## src/rtl/hazard_ctrl.sv

```systemverilog
// Stall/flush controller for the 5-stage pipeline register bank.
// Resolves halt, dcache wait, multicycle EX, redirect, load-use, jump and icache miss each cycle.
module hazard_ctrl #(
  parameter int CNT_W = 32
) (
  input  logic             CLK,
  input  logic             nRST,
  input  logic             ihit_i,
  input  logic             dhit_i,
  input  logic             exmem_dREN_i,
  input  logic             exmem_dWEN_i,
  input  logic             ex_busy_i,
  input  logic             branch_taken_i,
  input  logic             id_jump_i,
  input  logic             idex_dREN_i,
  input  logic [4:0]       idex_rd_i,
  input  logic [4:0]       ifid_rs_i,
  input  logic [4:0]       ifid_rt_i,
  input  logic             memwb_halt_i,
  output logic [2:0]       pipe_stall_o,
  output logic             ifid_FLUSH_o,
  output logic             idex_FLUSH_o,
  output logic             exmem_FLUSH_o,
  output logic             memwb_FLUSH_o,
  output logic             pc_WEN_o,
  output logic             halt_o,
  output logic [CNT_W-1:0] stall_cnt_o
);

  // pipe_stall_t encoding shared with the pipeline register bank
  localparam logic [2:0] NO_STALL    = 3'd0;
  localparam logic [2:0] IFID_STALL  = 3'd1;
  localparam logic [2:0] IDEX_STALL  = 3'd2;
  localparam logic [2:0] EXMEM_STALL = 3'd3;
  localparam logic [2:0] FULL_STALL  = 3'd4;

  typedef enum logic [1:0] {RUN, DWAIT, HALT} state_t;

  state_t             state_q, state_d;
  logic               halt_q;
  logic [CNT_W-1:0]   cnt_q, cnt_d;
  logic               dmem_req, dmem_pend, load_use;

  assign dmem_req  = exmem_dREN_i | exmem_dWEN_i;
  assign dmem_pend = ~dhit_i & (dmem_req | (state_q == DWAIT));
  assign load_use  = idex_dREN_i && (idex_rd_i != 5'd0) &&
                     ((idex_rd_i == ifid_rs_i) || (idex_rd_i == ifid_rt_i));

  always_comb begin
    pipe_stall_o  = NO_STALL;
    ifid_FLUSH_o  = 1'b0;
    idex_FLUSH_o  = 1'b0;
    exmem_FLUSH_o = 1'b0;
    memwb_FLUSH_o = 1'b0;
    pc_WEN_o      = 1'b0;
    state_d       = state_q;
    if (!nRST) begin
      state_d = RUN;
    end else if (state_q == HALT) begin
      pipe_stall_o = FULL_STALL;
    end else if (memwb_halt_i) begin
      ifid_FLUSH_o  = 1'b1;
      idex_FLUSH_o  = 1'b1;
      exmem_FLUSH_o = 1'b1;
      memwb_FLUSH_o = 1'b1;
      state_d       = HALT;
    end else begin
      // The dhit cycle completes the access, so the wait state is left immediately
      if (dmem_pend)   state_d = DWAIT;
      else if (dhit_i) state_d = RUN;

      if (dmem_pend) begin
        pipe_stall_o = FULL_STALL;
      end else if (ex_busy_i) begin
        pipe_stall_o = EXMEM_STALL;
      end else if (branch_taken_i) begin
        ifid_FLUSH_o  = 1'b1;
        idex_FLUSH_o  = 1'b1;
        exmem_FLUSH_o = 1'b1;
        pc_WEN_o      = 1'b1;
      end else if (load_use) begin
        pipe_stall_o = IDEX_STALL;
      end else if (id_jump_i) begin
        ifid_FLUSH_o = 1'b1;
        pc_WEN_o     = 1'b1;
      end else if (!ihit_i) begin
        pipe_stall_o = IFID_STALL;
      end else begin
        pc_WEN_o = 1'b1;
      end
    end
  end

  always_comb begin
    cnt_d = cnt_q;
    if ((pipe_stall_o != NO_STALL) && (cnt_q != {CNT_W{1'b1}}))
      cnt_d = cnt_q + {{(CNT_W-1){1'b0}}, 1'b1};
  end

  always_ff @(posedge CLK or negedge nRST) begin
    if (!nRST) begin
      state_q <= RUN;
      halt_q  <= 1'b0;
      cnt_q   <= '0;
    end else begin
      state_q <= state_d;
      halt_q  <= (state_d == HALT);
      cnt_q   <= cnt_d;
    end
  end

  assign halt_o      = halt_q;
  assign stall_cnt_o = cnt_q;

endmodule

```

## config.mk

```make
export PLATFORM = sky130hd
export DESIGN_NAME = hazard_ctrl
export DESIGN_NICKNAME = d
export VERILOG_FILES = /design/src/rtl/hazard_ctrl.sv
export SDC_FILE = /design/constraint.sdc
export NUM_CORES = 1
export LEC_CHECK = 0
export BUFFER_PORTS_ARGS = -buffer_cell sky130_fd_sc_hd__buf_2
export CAP_MARGIN = 10
export CORE_ASPECT_RATIO = 1.2
export CORE_MARGIN = 1
export CORE_UTILIZATION = 45
export DETAILED_ROUTE_END_ITERATION = 7
export PLACE_DENSITY = 0.77
export SYNTH_ARGS = -nofsm -noshare
export SYNTH_HDL_FRONTEND = slang
export SYNTH_SLANG_ARGS = --single-unit
```

## constraint.sdc

```tcl
create_clock -name CLK -period 2 [get_ports CLK]
set_clock_uncertainty 0.2 [all_clocks]
set_input_delay 0.4 -clock CLK [delete_from_list [all_inputs] [get_ports CLK]]
set_output_delay 0.4 -clock CLK [all_outputs]
set_load 0.01 [all_outputs]
```

==> results.yml <==
outcome:
  outcome: "finished with violations"
  violations: "negative setup slack"
drt:
  drtIter0Drc: 90
  final_antenna_net_count: 0
  viasPerCell: 5.35
  drc: 0
  avgRoutedWirePerCell_um: 16.3
  routed_wl_um: 6320
  drtPass1Iterations: 4
  via_count: 2069
floorplan:
  die_area_um2: 4670
  core_um2: 4230
  io_pins: 67
  dieHeight_um: 74.7
  dieWidth_um: 62.6
  row_count: 26
  start_util: 0.468
synth:
  syn_inst: 205
  synth-edff-count: 0
  syn-cell-area_um2: 1980
  synth_commonest_cells: "dfrtp_1 (35), nor2_1 (23), xnor2_1 (21), xor2_1 (20), nand3_1 (18)"
  yosysWarnings: 0
  ys_top_cells_by_area: "dfrtp_1 (44%), xnor2_1 (9.3%), xor2_1 (8.8%)"
  ys.flop_type: "dfrtp_1"
  ys_types: 40
  synthSimpleGateAreaFrac: 0.279
  synth_top_family_by_area: "simple AND/OR/NAND/NOR gates"
  syn_nets: 232
  yosysTopAreaCell: "dfrtp_1"
  synth_xor_area_frac: 0.181
  synthAdderAreaFrac: 0.00632
  async_reset_ff_frac: 1.00
  synthMuxAreaShare: 0.00569
  ys_seq_elements: 35
  synth_compound_area_frac: 0.0587
  syn_area_per_cell_um2: 9.66
  seq_area_frac_synth: 0.442
  synth_top_area_frac: 0.442
  yosysMostFrequentCell: "dfrtp_1"
cts:
  path_clk_slew_ns: 0.07
  htreeDepth: 2
  clock_latency_ns: 0.29
  cts_made_buffers: 5
  cts_sinks: 35
  clockBufferDepth: 2
  root_buffer: "clkbuf_8"
  tritoncts: "done"
critical_path:
  path_delay_family: "simple AND/OR/NAND/NOR gates"
  crit_path_cell_trace: "buf_6 -> or4_4 -> o21ai_4 -> or2_4 -> a21oi_2 -> o41ai_2 -> buf_2"
  r2r_start: "stall_cnt_o[27]$_DFFE_PN0P_"
  timing.rr.end: "stall_cnt_o[23]$_DFFE_PN0P_"
  startpoint_type: "primary input"
  worst-r2r-cell-count: 7
  cp_slowest_cell: "or4_4"
  cp.arrival_ns: 1.81
  critPathMaxFanout: 3
  crit_buf_inv: 2
  r2r_setup_slack_ns: -0.29
  worst_ep_required_time_ns: 1.40
  crit_type: "primary input to output pin"
  crit_path_max_incr_delay_ns: 0.53
  cp-end-kind: "output pin"
placement:
  io_buffers: 66
  post-dp-hpwl_um: 3780
  dpl_cell_area_um2: 2780
  dp_cells: 368
  gp_congestion: 0.787
timing:
  setup_violations: 39
  drv_slew: 0
  worst_slack_ns: -0.410
  hold_viol: 0
  finalCriticalPeriod_ns: 2.41
  fmax_mhz: 415
  tns_ns: -6.18
  rsz0062_at_grt: "true"
  post-route-period-util: 1.21
  tightest_slew_ns: 0.519
  maxSlewHeadroom: 0.651
global_route:
  grt_pass1_wl_um: 8570
  grt_pass1_vias: 1969
  grt_overflow: 0
  antenna_found_initial: 0
  grt_use_total: 0.244
  grt_max_degree: 21
pwr:
  leakagePower_nw: 1.76
  p_total_mw: 2.00
  peakVddDrop_uv: 405
  p_sw_mw: 0.606
  pwr-share-clk: 0.278
  p_sw_frac: 0.302
  power_frac_comb: 0.304
  intPower_mw: 1.40
  p_seq_frac: 0.418
  p_per_area_nw_per_um2: 597
layout:
  layout-drive-gt1-share: 0.598
  fillers: 261
  multi_input_comb_area_um2: 1440
  design_area_um2: 3360
  finalNonFillerCells: 387
  syn_to_final_growth_pct: 69.4
  final_nets: 357
  num_antenna_cells: 0
  regArea_um2: 881
  finish.utilization: 0.793
run:
  cap_violations: 0
worst_hold_path:
  min_path_type: "primary input to async pin"
[power groups by stage]
stage	sequential [mW]	combinational, mW	clock (mW)
final	0.838	0.610	0.557
after global routing	0.845	0.657	0.590
after CTS	0.835	0.521	0.565
after detailed placement	0.847	0.490	0
after global placement	0.842	0.470	0
after floorplan	0.893	0.197	0
[sequential cells by signal (all words and copies together), names as in the netlist]
| register | cells |
|---|---|
| state_q | 2 |
| stall_cnt_o | 32 |
| halt_o | 1 |
[kinds of logic after synthesis]
| logic type | Yosys count |
|---|---|
| simple gates | 101 |
| flops | 35 |
| fa+ha+maj | 1 |
| compound gates | 17 |
| buf+inv | 9 |
| mux | 1 |
| xor+xnor | 41 |
[layer usage]
| metal | track usage | routed length, um |
|---|---|---|
| met1 | 0.249 | 2320 |
| met2 | 0.481 | 3630 |
| met3 | 0.0530 | 197 |
| met4 | 0.109 | 165 |
| met5 | 0 | 0 |
[worst register-to-register path, delay by kind of cell, from the launching register on]
family           cells  cell delay [ns]
XOR/XNOR             1             0.17
AND/OR/NAND/NOR      5             1.05
flip-flops           1             0.38
AO/OA/AOI/OAI        1             0.39
[cell usage in the layout, fill, tap and decap left out, drive strengths merged, types with 2 or more instances in the layout]
cell	count
a21oi	5
and2	2
and3	8
and4	3
buf	122
clkbuf	9
dfrtp	35
inv	4
nand2	14
nand2b	2
nand3	18
nand4	10
nor2	23
nor2b	5
nor3	8
o21ai	3
o21bai	2
or2	4
xnor2	21
xor2	20
[how the worst max path moves through the flow]
stage | start | to | depth (start not counted)
6_report | idex_rd_i[1] | ifid_FLUSH_o | 7
5_1_grt | idex_rd_i[3] | pipe_stall_o[1] | 11
4_1_cts | idex_rd_i[1] | ifid_FLUSH_o | 7
3_5_place_dp | idex_rd_i[1] | ifid_FLUSH_o | 7
3_3_place_gp | idex_rd_i[1] | ifid_FLUSH_o | 7
2_1_floorplan | idex_rd_i[1] | ifid_FLUSH_o | 5
[stage by stage]
step	setup slack [ns]	hold WS (ns)
after global routing	-0.440	0.0873
after floorplan	-0.169	-0.0956
final	-0.410	0.0747
after CTS	-0.365	0.0459
after detailed placement	-0.358	0.277
after global placement	-0.340	0.269
[repair_timing]
item	in CTS	in global routing
resized for setup	28	50
setup endpoints to repair	37	39
setup buffers	4	6
gates cloned	0	1
hold buffers	0	0
pin swaps	16	34
[layout make-up]
type / count / area share
clock buffers: 8 / 0.0298
inverters: 4 / 0.00447
multi-input cells: 161 / 0.429
flip-flops and latches: 35 / 0.262
well taps: 56 / 0.0209
repair buffers: 123 / 0.254
Power figures use the tool's default switching activity.
